<file path="src/rtl/issue_queue_age_scheduler_if.sv">
// Handshake bundle between an age-ordered issue queue, its dispatch stage and its scheduler.
// The scheduler connects to the slave modport; the queue/dispatch side connects to the master.
interface issue_queue_age_scheduler_if #(
  parameter int DEPTH = 4
);
  localparam int IW = $clog2(DEPTH);

  logic             dispatch_valid;
  logic             dispatch_ready;
  logic [DEPTH-1:0] rs_queue_valid_bits;
  logic [DEPTH-1:0] incoming_valid_bits;
  logic [DEPTH-1:0] rs_ready_bits;
  logic             fu_ready;
  logic             rs_station_wen;
  logic [IW-1:0]    rs_station_waddr;
  logic             rs_station_complete;
  logic [IW-1:0]    rs_station_raddr;
  logic             issue_valid;
  logic [IW:0]      occupancy;

  modport master (
    output dispatch_valid, rs_queue_valid_bits, incoming_valid_bits, rs_ready_bits, fu_ready,
    input  dispatch_ready, rs_station_wen, rs_station_waddr, rs_station_complete,
           rs_station_raddr, issue_valid, occupancy
  );

  modport slave (
    input  dispatch_valid, rs_queue_valid_bits, incoming_valid_bits, rs_ready_bits, fu_ready,
    output dispatch_ready, rs_station_wen, rs_station_waddr, rs_station_complete,
           rs_station_raddr, issue_valid, occupancy
  );
endinterface

</file>
<file path="src/rtl/issue_queue_age_scheduler.sv">
// Slot allocator, age matrix and oldest-ready select for one age-ordered issue queue,
// with an issue throttle for non-pipelined functional units and an occupancy report.
module issue_queue_age_scheduler #(
  parameter int QUEUE_DEPTH    = 4,
  parameter int FU_BUSY_CYCLES = 1
) (
  input logic                        clk,
  input logic                        rst,
  issue_queue_age_scheduler_if.slave bus
);
  localparam int IW = $clog2(QUEUE_DEPTH);
  localparam int BW = (FU_BUSY_CYCLES > 1) ? $clog2(FU_BUSY_CYCLES) : 1;
  localparam logic [BW-1:0] BUSY_RELOAD = BW'(FU_BUSY_CYCLES - 1);

  logic [QUEUE_DEPTH-1:0] older [QUEUE_DEPTH];
  logic [QUEUE_DEPTH-1:0] cand;
  logic [BW-1:0]          busy_cnt;
  logic [IW:0]            occ;
  logic [IW-1:0]          waddr;
  logic [IW-1:0]          raddr;
  logic                   free_found;
  logic                   blocked;
  logic                   any_ready;
  logic                   issue;
  logic                   wen;

  // Lowest free slot, judged on the current valid bits so a slot freed this cycle waits a cycle.
  always_comb begin
    free_found = 1'b0;
    waddr      = '0;
    for (int i = 0; i < QUEUE_DEPTH; i++) begin
      if (!free_found && !bus.rs_queue_valid_bits[i]) begin
        free_found = 1'b1;
        waddr      = IW'(i);
      end
    end
  end

  always_comb begin
    cand    = '0;
    raddr   = '0;
    blocked = 1'b0;
    for (int i = 0; i < QUEUE_DEPTH; i++) begin
      blocked = 1'b0;
      for (int k = 0; k < QUEUE_DEPTH; k++)
        blocked = blocked | (bus.rs_ready_bits[k] & older[k][i]);
      cand[i] = bus.rs_ready_bits[i] & ~blocked;
    end
    for (int i = 0; i < QUEUE_DEPTH; i++)
      if (cand[i]) raddr = IW'(i);
  end

  assign any_ready = |bus.rs_ready_bits;
  assign issue     = rst & any_ready & bus.fu_ready & (busy_cnt == '0);
  assign wen       = rst & bus.dispatch_valid & free_found;

  assign bus.dispatch_ready      = rst & free_found;
  assign bus.rs_station_wen      = wen;
  assign bus.rs_station_waddr    = rst ? waddr : '0;
  assign bus.rs_station_complete = issue;
  assign bus.rs_station_raddr    = rst ? raddr : '0;
  assign bus.issue_valid         = issue;
  assign bus.occupancy           = occ;

  // A new entry is younger than every survivor; departing slots lose their row and column.
  always_ff @(posedge clk or negedge rst) begin
    if (!rst) begin
      for (int i = 0; i < QUEUE_DEPTH; i++) older[i] <= '0;
    end else begin
      for (int i = 0; i < QUEUE_DEPTH; i++) begin
        for (int j = 0; j < QUEUE_DEPTH; j++) begin
          if (i == j)
            older[i][j] <= 1'b0;
          else if (wen && waddr == IW'(i))
            older[i][j] <= 1'b0;
          else if (wen && waddr == IW'(j))
            older[i][j] <= bus.incoming_valid_bits[i];
          else if (!bus.incoming_valid_bits[i] || !bus.incoming_valid_bits[j])
            older[i][j] <= 1'b0;
        end
      end
    end
  end

  always_ff @(posedge clk or negedge rst) begin
    if (!rst) begin
      busy_cnt <= '0;
      occ      <= '0;
    end else begin
      if (issue)
        busy_cnt <= BUSY_RELOAD;
      else if (busy_cnt != '0)
        busy_cnt <= busy_cnt - 1'b1;
      occ <= (IW+1)'($countones(bus.incoming_valid_bits));
    end
  end

  always @(posedge clk) begin
    if (rst) begin
      if (any_ready) assert ($onehot(cand));
      for (int i = 0; i < QUEUE_DEPTH; i++)
        for (int j = 0; j < QUEUE_DEPTH; j++)
          assert (!(older[i][j] && older[j][i]));
    end
  end
endmodule

</file>
<file path="src/flat_wrapper.sv">
// flat-port wrapper written by rule: the top's interface ports become plain ports
module issue_queue_age_scheduler_flat 
#(
  parameter int QUEUE_DEPTH    = 4,
  parameter int FU_BUSY_CYCLES = 1
)
  (clk, rst, bus_dispatch_valid, bus_rs_queue_valid_bits, bus_incoming_valid_bits, bus_rs_ready_bits, bus_fu_ready, bus_dispatch_ready, bus_rs_station_wen, bus_rs_station_waddr, bus_rs_station_complete, bus_rs_station_raddr, bus_issue_valid, bus_occupancy);
  issue_queue_age_scheduler_if #(.DEPTH((4))) bus_i ();
  input logic clk;
  input logic rst;
  input wire logic [$bits(bus_i.dispatch_valid)-1:0] bus_dispatch_valid;
  input wire logic [$bits(bus_i.rs_queue_valid_bits)-1:0] bus_rs_queue_valid_bits;
  input wire logic [$bits(bus_i.incoming_valid_bits)-1:0] bus_incoming_valid_bits;
  input wire logic [$bits(bus_i.rs_ready_bits)-1:0] bus_rs_ready_bits;
  input wire logic [$bits(bus_i.fu_ready)-1:0] bus_fu_ready;
  output wire logic [$bits(bus_i.dispatch_ready)-1:0] bus_dispatch_ready;
  output wire logic [$bits(bus_i.rs_station_wen)-1:0] bus_rs_station_wen;
  output wire logic [$bits(bus_i.rs_station_waddr)-1:0] bus_rs_station_waddr;
  output wire logic [$bits(bus_i.rs_station_complete)-1:0] bus_rs_station_complete;
  output wire logic [$bits(bus_i.rs_station_raddr)-1:0] bus_rs_station_raddr;
  output wire logic [$bits(bus_i.issue_valid)-1:0] bus_issue_valid;
  output wire logic [$bits(bus_i.occupancy)-1:0] bus_occupancy;
  assign bus_i.dispatch_valid = bus_dispatch_valid;
  assign bus_i.rs_queue_valid_bits = bus_rs_queue_valid_bits;
  assign bus_i.incoming_valid_bits = bus_incoming_valid_bits;
  assign bus_i.rs_ready_bits = bus_rs_ready_bits;
  assign bus_i.fu_ready = bus_fu_ready;
  assign bus_dispatch_ready = bus_i.dispatch_ready;
  assign bus_rs_station_wen = bus_i.rs_station_wen;
  assign bus_rs_station_waddr = bus_i.rs_station_waddr;
  assign bus_rs_station_complete = bus_i.rs_station_complete;
  assign bus_rs_station_raddr = bus_i.rs_station_raddr;
  assign bus_issue_valid = bus_i.issue_valid;
  assign bus_occupancy = bus_i.occupancy;
  issue_queue_age_scheduler #(.QUEUE_DEPTH(QUEUE_DEPTH), .FU_BUSY_CYCLES(FU_BUSY_CYCLES)) u_core (.clk(clk), .rst(rst), .bus(bus_i));
endmodule
</file>
<file path="config.mk">
export PLATFORM = sky130hd
export DESIGN_NAME = issue_queue_age_scheduler_flat
export DESIGN_NICKNAME = d
export VERILOG_FILES = /design/src/rtl/issue_queue_age_scheduler_if.sv /design/src/rtl/issue_queue_age_scheduler.sv /design/src/flat_wrapper.sv
export SDC_FILE = /design/constraint.sdc
export NUM_CORES = 1
export LEC_CHECK = 0
export CAP_MARGIN = 20
export CORE_MARGIN = 5
export CORE_UTILIZATION = 41
export CTS_CLUSTER_DIAMETER = 30
export DETAILED_ROUTE_END_ITERATION = 6
export PLACE_DENSITY = 0.76
export SKIP_CTS_REPAIR_TIMING = 1
export SLEW_MARGIN = 20
export SYNTH_ARGS = -nofsm -noshare
export SYNTH_HDL_FRONTEND = slang
export SYNTH_SLANG_ARGS = --single-unit
export TNS_END_PERCENT = 20
</file>
<file path="constraint.sdc">
create_clock -name clk -period 1.71 [get_ports clk]
set_clock_uncertainty 0.2 [all_clocks]
set_input_delay 0.513 -clock clk [delete_from_list [all_inputs] [get_ports clk]]
set_output_delay 0.513 -clock clk [all_outputs]
set_load 0.02 [all_outputs]
</file>
Word-level counts from Yosys, hierarchy flattened
Index checks and enable logic that the tools add are counted.
Widths: inputs -> output; s select.
{"block": "word_totals", "reg_bits": 13, "inputBits": 16, "out_inout_bits": 11, "elab_cells": 114}
{"block": "op_classes", "addsub": 4, "eq_ne": 3, "mux": 38, "n_bitwise": 28, "reduce_logical": 30}
{"operator": "$mux 1", "count": 32}
{"operator": "$and 1x1->1", "count": 18}
{"operator": "$reduce_bool 3->1", "count": 6}
{"operator": "$mux 2", "count": 6}
{"operator": "$logic_not 1->1", "count": 9}
{"operator": "$logic_and 1x1->1", "count": 7}
{"operator": "$logic_or 1x1->1", "count": 6}
{"operator": "$or 1x1->1", "count": 6}
{"operator": "$add 1x1->2", "count": 2}
{"operator": "$eq 2x2->1 const B", "count": 2}
{"operator": "$not 1->1", "count": 4}
{"operator": "$reduce_or 4->1", "count": 1}
{"operator": "$add 3x3->3", "count": 1}
{"operator": "$eq 2x1->1 const B", "count": 1}
{"operator": "$logic_not 2->1", "count": 1}
{"operator": "$sub 1x1->1 const B", "count": 1}

Logic depth before layout (Yosys ltp)
{"block": "logic_depth", "depth_word": 13, "ltp_mapped": 5, "depth_no_buf": 5}

Worst setup path before layout
Ideal clock, no wire load.
{"block": "synth_timing", "path_type": "input-to-output", "start": "in bus_rs_ready_bits[0]", "end": "out bus_rs_station_raddr[0]", "arrival_time_ps": 1439, "t_required_ps": 997, "path_slack_ps": -442, "cell_stages": 3, "n_path_buf": 0, "path_cell_list": "a22oi_1 -> nand2_1 -> a311oi_1"}
{"block": "synth_between", "elab_chain_len": 9, "elab_cells_between_ends": 19, "cone_classes": "mux: 4; bitwise: 15"}
{"element": "start: declaration", "line": "flat_wrapper.sv:14", "source": "input wire logic [$bits(bus_i.rs_ready_bits)-1:0] bus_rs_ready_bits;"}
{"element": "$and 1x1->1", "line": "issue_queue_age_scheduler.sv:46", "source": "blocked = blocked | (bus.rs_ready_bits[k] & older[k][i]);"}
{"element": "$or 1x1->1 (2 in series)", "line": "issue_queue_age_scheduler.sv:46"}
{"element": "$not 1->1", "line": "issue_queue_age_scheduler.sv:47", "source": "cand[i] = bus.rs_ready_bits[i] & ~blocked;"}
{"element": "$and 1x1->1", "line": "issue_queue_age_scheduler.sv:47"}
{"element": "$mux 1", "line": "issue_queue_age_scheduler.sv:50", "source": "if (cand[i]) raddr = IW'(i);"}
{"element": "$mux 2", "line": "issue_queue_age_scheduler.sv:50"}
{"element": "$mux 2 (*)", "line": "issue_queue_age_scheduler.sv:50"}
{"element": "$mux 2 (*)", "line": "issue_queue_age_scheduler.sv:61", "source": "assign bus.rs_station_raddr = rst ? raddr : '0;"}
{"element": "end: declaration", "line": "flat_wrapper.sv:20", "source": "output wire logic [$bits(bus_i.rs_station_raddr)-1:0] bus_rs_station_raddr;"}
Mark *: on every way between the ends. The rest lies on a longest branch, timed or not.

Final worst setup path
{"block": "layout_timing", "start": "in bus_rs_queue_valid_bits[3]", "end": "out bus_dispatch_ready"}
{"block": "layout_between", "elab_chain_len": 4}
{"element": "start: declaration", "line": "flat_wrapper.sv:12", "source": "input wire logic [$bits(bus_i.rs_queue_valid_bits)-1:0] bus_rs_queue_valid_bits;"}
{"element": "$logic_not 1->1", "line": "issue_queue_age_scheduler.sv:32", "source": "if (!free_found && !bus.rs_queue_valid_bits[i]) begin"}
{"element": "$logic_and 1x1->1", "line": "issue_queue_age_scheduler.sv:32"}
{"element": "$mux 1", "line": "issue_queue_age_scheduler.sv:32"}
{"element": "$and 1x1->1", "line": "issue_queue_age_scheduler.sv:57", "source": "assign bus.dispatch_ready = rst & free_found;"}
{"element": "end: declaration", "line": "flat_wrapper.sv:16", "source": "output wire logic [$bits(bus_i.dispatch_ready)-1:0] bus_dispatch_ready;"}
Every way passes these cells.

==> summary.txt <==
Run status
  • Status: finished with violations
  • Failing checks: setup timing

Synthesis
  • Seq/Total Area, Yosys: 44.3%
  • Syn_area_per_cell: 8.92 um2
  • Synthesis Warnings: 0
  • Most used flip-flop cell after synthesis: sky130_fd_sc_hd__dfrtp_1
  • Mapped Nets: 96
  • Share of flip-flops with an asynchronous set or reset: 100%
  • Post-synth cell types: 23
  • Number of flip-flops and latches in the synthesized netlist: 12
  • Post-synthesis instance area: 678 um2
  • Gate count of the mapped netlist: 76
  • EDFF count, synth: 0

Global route
  • Wire length of the first global-routing pass: 3640 um
  • Via count of the first global-routing pass: 815
  • Aggregate global routing overflow: 0
  • Initial antenna violation count: 0
  • Global router's overall resource usage: 19.0%
  • Pin count of the biggest net entering global routing: 13

CTS
  • Insertion delay of the later-clocked pin in the worst-skew pair: 270 ps
  • Clock-pin slew on the worst setup and hold paths: 80 ps
  • CTS sink cnt: 12
  • Clock tree from TritonCTS: yes
  • CTS root buffer: sky130_fd_sc_hd__clkbuf_4
  • Clock H-tree levels: 1
  • Clock Tree Buf Depth: 2
  • CTS buffer count: 3

Setup path
  • Crit end category: output pin
  • CP arrival: 1450 ps
  • Family of cells with the greatest summed delay on the critical path: buffers and inverters
  • Cell at the slowest stage of the critical path: sky130_fd_sc_hd__clkdlybuf4s50_1
  • Sequence of cells on the critical path: clkdlybuf4s50_1 -> nand2_1 -> nor2_2 -> nor2_1 -> clkbuf_2
  • Number of buffer and inverter stages on the critical path: 2
  • Crit path kind: in2out
  • R2R depth: 4
  • Worst endpoint required time: 1000 ps
  • Critical Path Stages: 5
  • CP startpoint kind: input pin
  • Max FO, Critical Path: 3
  • Slowest stage delay, CP: 510 ps

Detailed routing
  • Aggregate routed wire length: 2150 um
  • Pre-Repair DR Iteration Count: 4
  • Number of violations reported at the end of detailed-routing iteration 0: 14
  • Vias per inst: 5.39
  • Remaining routing DRC violations: 0
  • Total via count in the routed design: 782
  • Wire length per cell after detailed routing: 14.8 um
  • Post-DRT Antenna Nets: 0

Power and ir drop
  • Net switching fraction of the power: 28.5%
  • Net switching power: 214 uW
  • Cell-internal power: 538 uW
  • Power share of the sequential group: 40.2%
  • Logic gate share of total power: 29.2%
  • Clock network fraction of design power: 30.6%
  • Maximum vdd ir drop: 0.603 mV
  • Power density of the placed cells: 612 nW/um2
  • Leakage power of the design: 0.000731 uW

Timing
  • Final setup margin: -457 ps
  • Max transition margin: 77.9%
  • Hold Violations, Final: 0
  • Final setup violation count: 8
  • Final critical-path share of the clock period: 127%
  • Hold Slack: 152 ps
  • Slew at the pin with the worst max-slew slack: 328 ps
  • Maximum clock frequency: 461 MHz
  • Sum Neg Setup Slack: -3380 ps
  • Number of slew-limit violations in the final report: 0
  • Unrepaired setup endpoints after global routing: yes
  • Shortest clock period the worst path allows after layout: 2170 ps

Hold path
  • Type of the worst min-delay path: in2async

Place
  • Post-place instance area: 1160 um2
  • Sum of net half-perimeters after detailed placement: 1830 um
  • RD Place Congestion: 0.789
  • Count of input and output buffers: 26
  • Pre-CTS WS: -1320 ps

Die
  • Die Outline Area: 2570 um2
  • Effective utilization at floorplan: 44.0%
  • I/O pin cnt: 27
  • Die X: 50.7 um
  • Number of placement rows: 14
  • Die H: 50.7 um
  • Core box area: 1540 um2

Finish
  • Final #Nets: 150
  • Number of diodes: 0
  • Design area: 1230 um2
  • Proportion of layout cells with a drive suffix above 1: 39.5%
  • Number of inserted filler cells in the final layout: 109
  • Utilization of the core after routing: 79.7%
  • Area growth from synthesis to final layout: 81.2%

Run
  • Max Cap Violations: 0
-- cells by family (layout without fill, tap and decap cells) --
family                   Yosys count  after routing  share of synthesized area, %
AND/OR/NAND/NOR                   31             31                          21.6
buffers and inverters             10             63                          6.09
adder cells (fa/ha/maj)            4              4                          8.49
flip-flops                        12             12                          44.3
AO/OA/AOI/OAI                     19             19                          19.6
-- layout by cell type (no fill, tap or decap), types with 2 or more instances in the layout --
cell type                         instances
sky130_fd_sc_hd__buf_4                   28
sky130_fd_sc_hd__clkbuf_4                 3
sky130_fd_sc_hd__nor2_1                   2
sky130_fd_sc_hd__and3_1                   3
sky130_fd_sc_hd__dlymetal6s2s_1          15
sky130_fd_sc_hd__nand2_1                 17
sky130_fd_sc_hd__nor2_2                   2
sky130_fd_sc_hd__clkdlybuf4s50_1          2
sky130_fd_sc_hd__a32o_1                   2
sky130_fd_sc_hd__a22oi_2                  2
sky130_fd_sc_hd__inv_2                    2
sky130_fd_sc_hd__a22oi_1                  2
sky130_fd_sc_hd__a21oi_1                  5
sky130_fd_sc_hd__clkbuf_2                 3
sky130_fd_sc_hd__buf_6                    2
sky130_fd_sc_hd__dfrtp_1                 12
sky130_fd_sc_hd__inv_1                    7
sky130_fd_sc_hd__ha_1                     2
sky130_fd_sc_hd__a21oi_2                  2
-- synth_stat cells, types with 2 or more instances --
cell type                 number  area share, %
sky130_fd_sc_hd__nor2_1        4            2.2
sky130_fd_sc_hd__a32o_1        2            3.0
sky130_fd_sc_hd__ha_1          3            5.5
sky130_fd_sc_hd__a22oi_1       4            4.4
sky130_fd_sc_hd__inv_1         9            5.0
sky130_fd_sc_hd__and3_1        3            2.8
sky130_fd_sc_hd__a21oi_1       6            4.4
sky130_fd_sc_hd__o21ai_0       2            1.5
sky130_fd_sc_hd__dfrtp_1      12             44
sky130_fd_sc_hd__nand2_1      18             10
-- tightest hold or removal path, delay by kind of cell --
kind                   cells  cell delay, ps
buffers and inverters      3             480
-- flip-flops by register name (all words and copies together), names as in the netlist --
signal / count
u_core.bus.occupancy: 3
u_core.older: 9
-- routing by layer --
metal | vias up | share of wire, % | GRT usage [%]
met5 | - | 0 | 0
met4 | 0 | 2.5 | 10.2
met3 | 5 | 9.7 | 3.85
met2 | 39 | 56 | 35.7
met1 | 369 | 32 | 18.9
li1 | 369 | - | -
-- final cells by class --
class,count,area (um2),share of cell area [%]
tap,16,20.0,1.63
clock buffer,4,36.3,2.95
multi-input combinational,54,383,31.2
timing repair buffer,50,455,37.1
sequential,12,300,24.4
inverter,9,33.8,2.75
-- path summary, 6_finish.rpt --
check                                               end  slack (ps)                       start
worst min register to register          u_core.older[2]         340             u_core.older[2]
min in group clk                        u_core.older[2]         340             u_core.older[2]
worst max-delay path                 bus_dispatch_ready        -460  bus_rs_queue_valid_bits[3]
worst min-delay path            u_core.bus.occupancy[0]         150                         rst
max in group asynchronous               u_core.older[7]        1000                         rst
worst max register to register          u_core.older[1]         610             u_core.older[1]
-- through the flow --
stage,total power (uW),std cells
after global placement,528,140
after CTS,769,144
after detailed placement,538,140
after global routing,802,145
after floorplan,390,76
final,753,145
-- power by group through the flow --
stage	Clock, uW	Combinational, uW	Sequential (uW)
6_report	230	220	303
5_1_grt	256	241	305
4_1_cts	236	229	304
3_5_place_dp	0	228	310
3_3_place_gp	0	220	308
2_1_floorplan	0	66.9	323
Note: power is estimated with default switching activity, not from simulation.
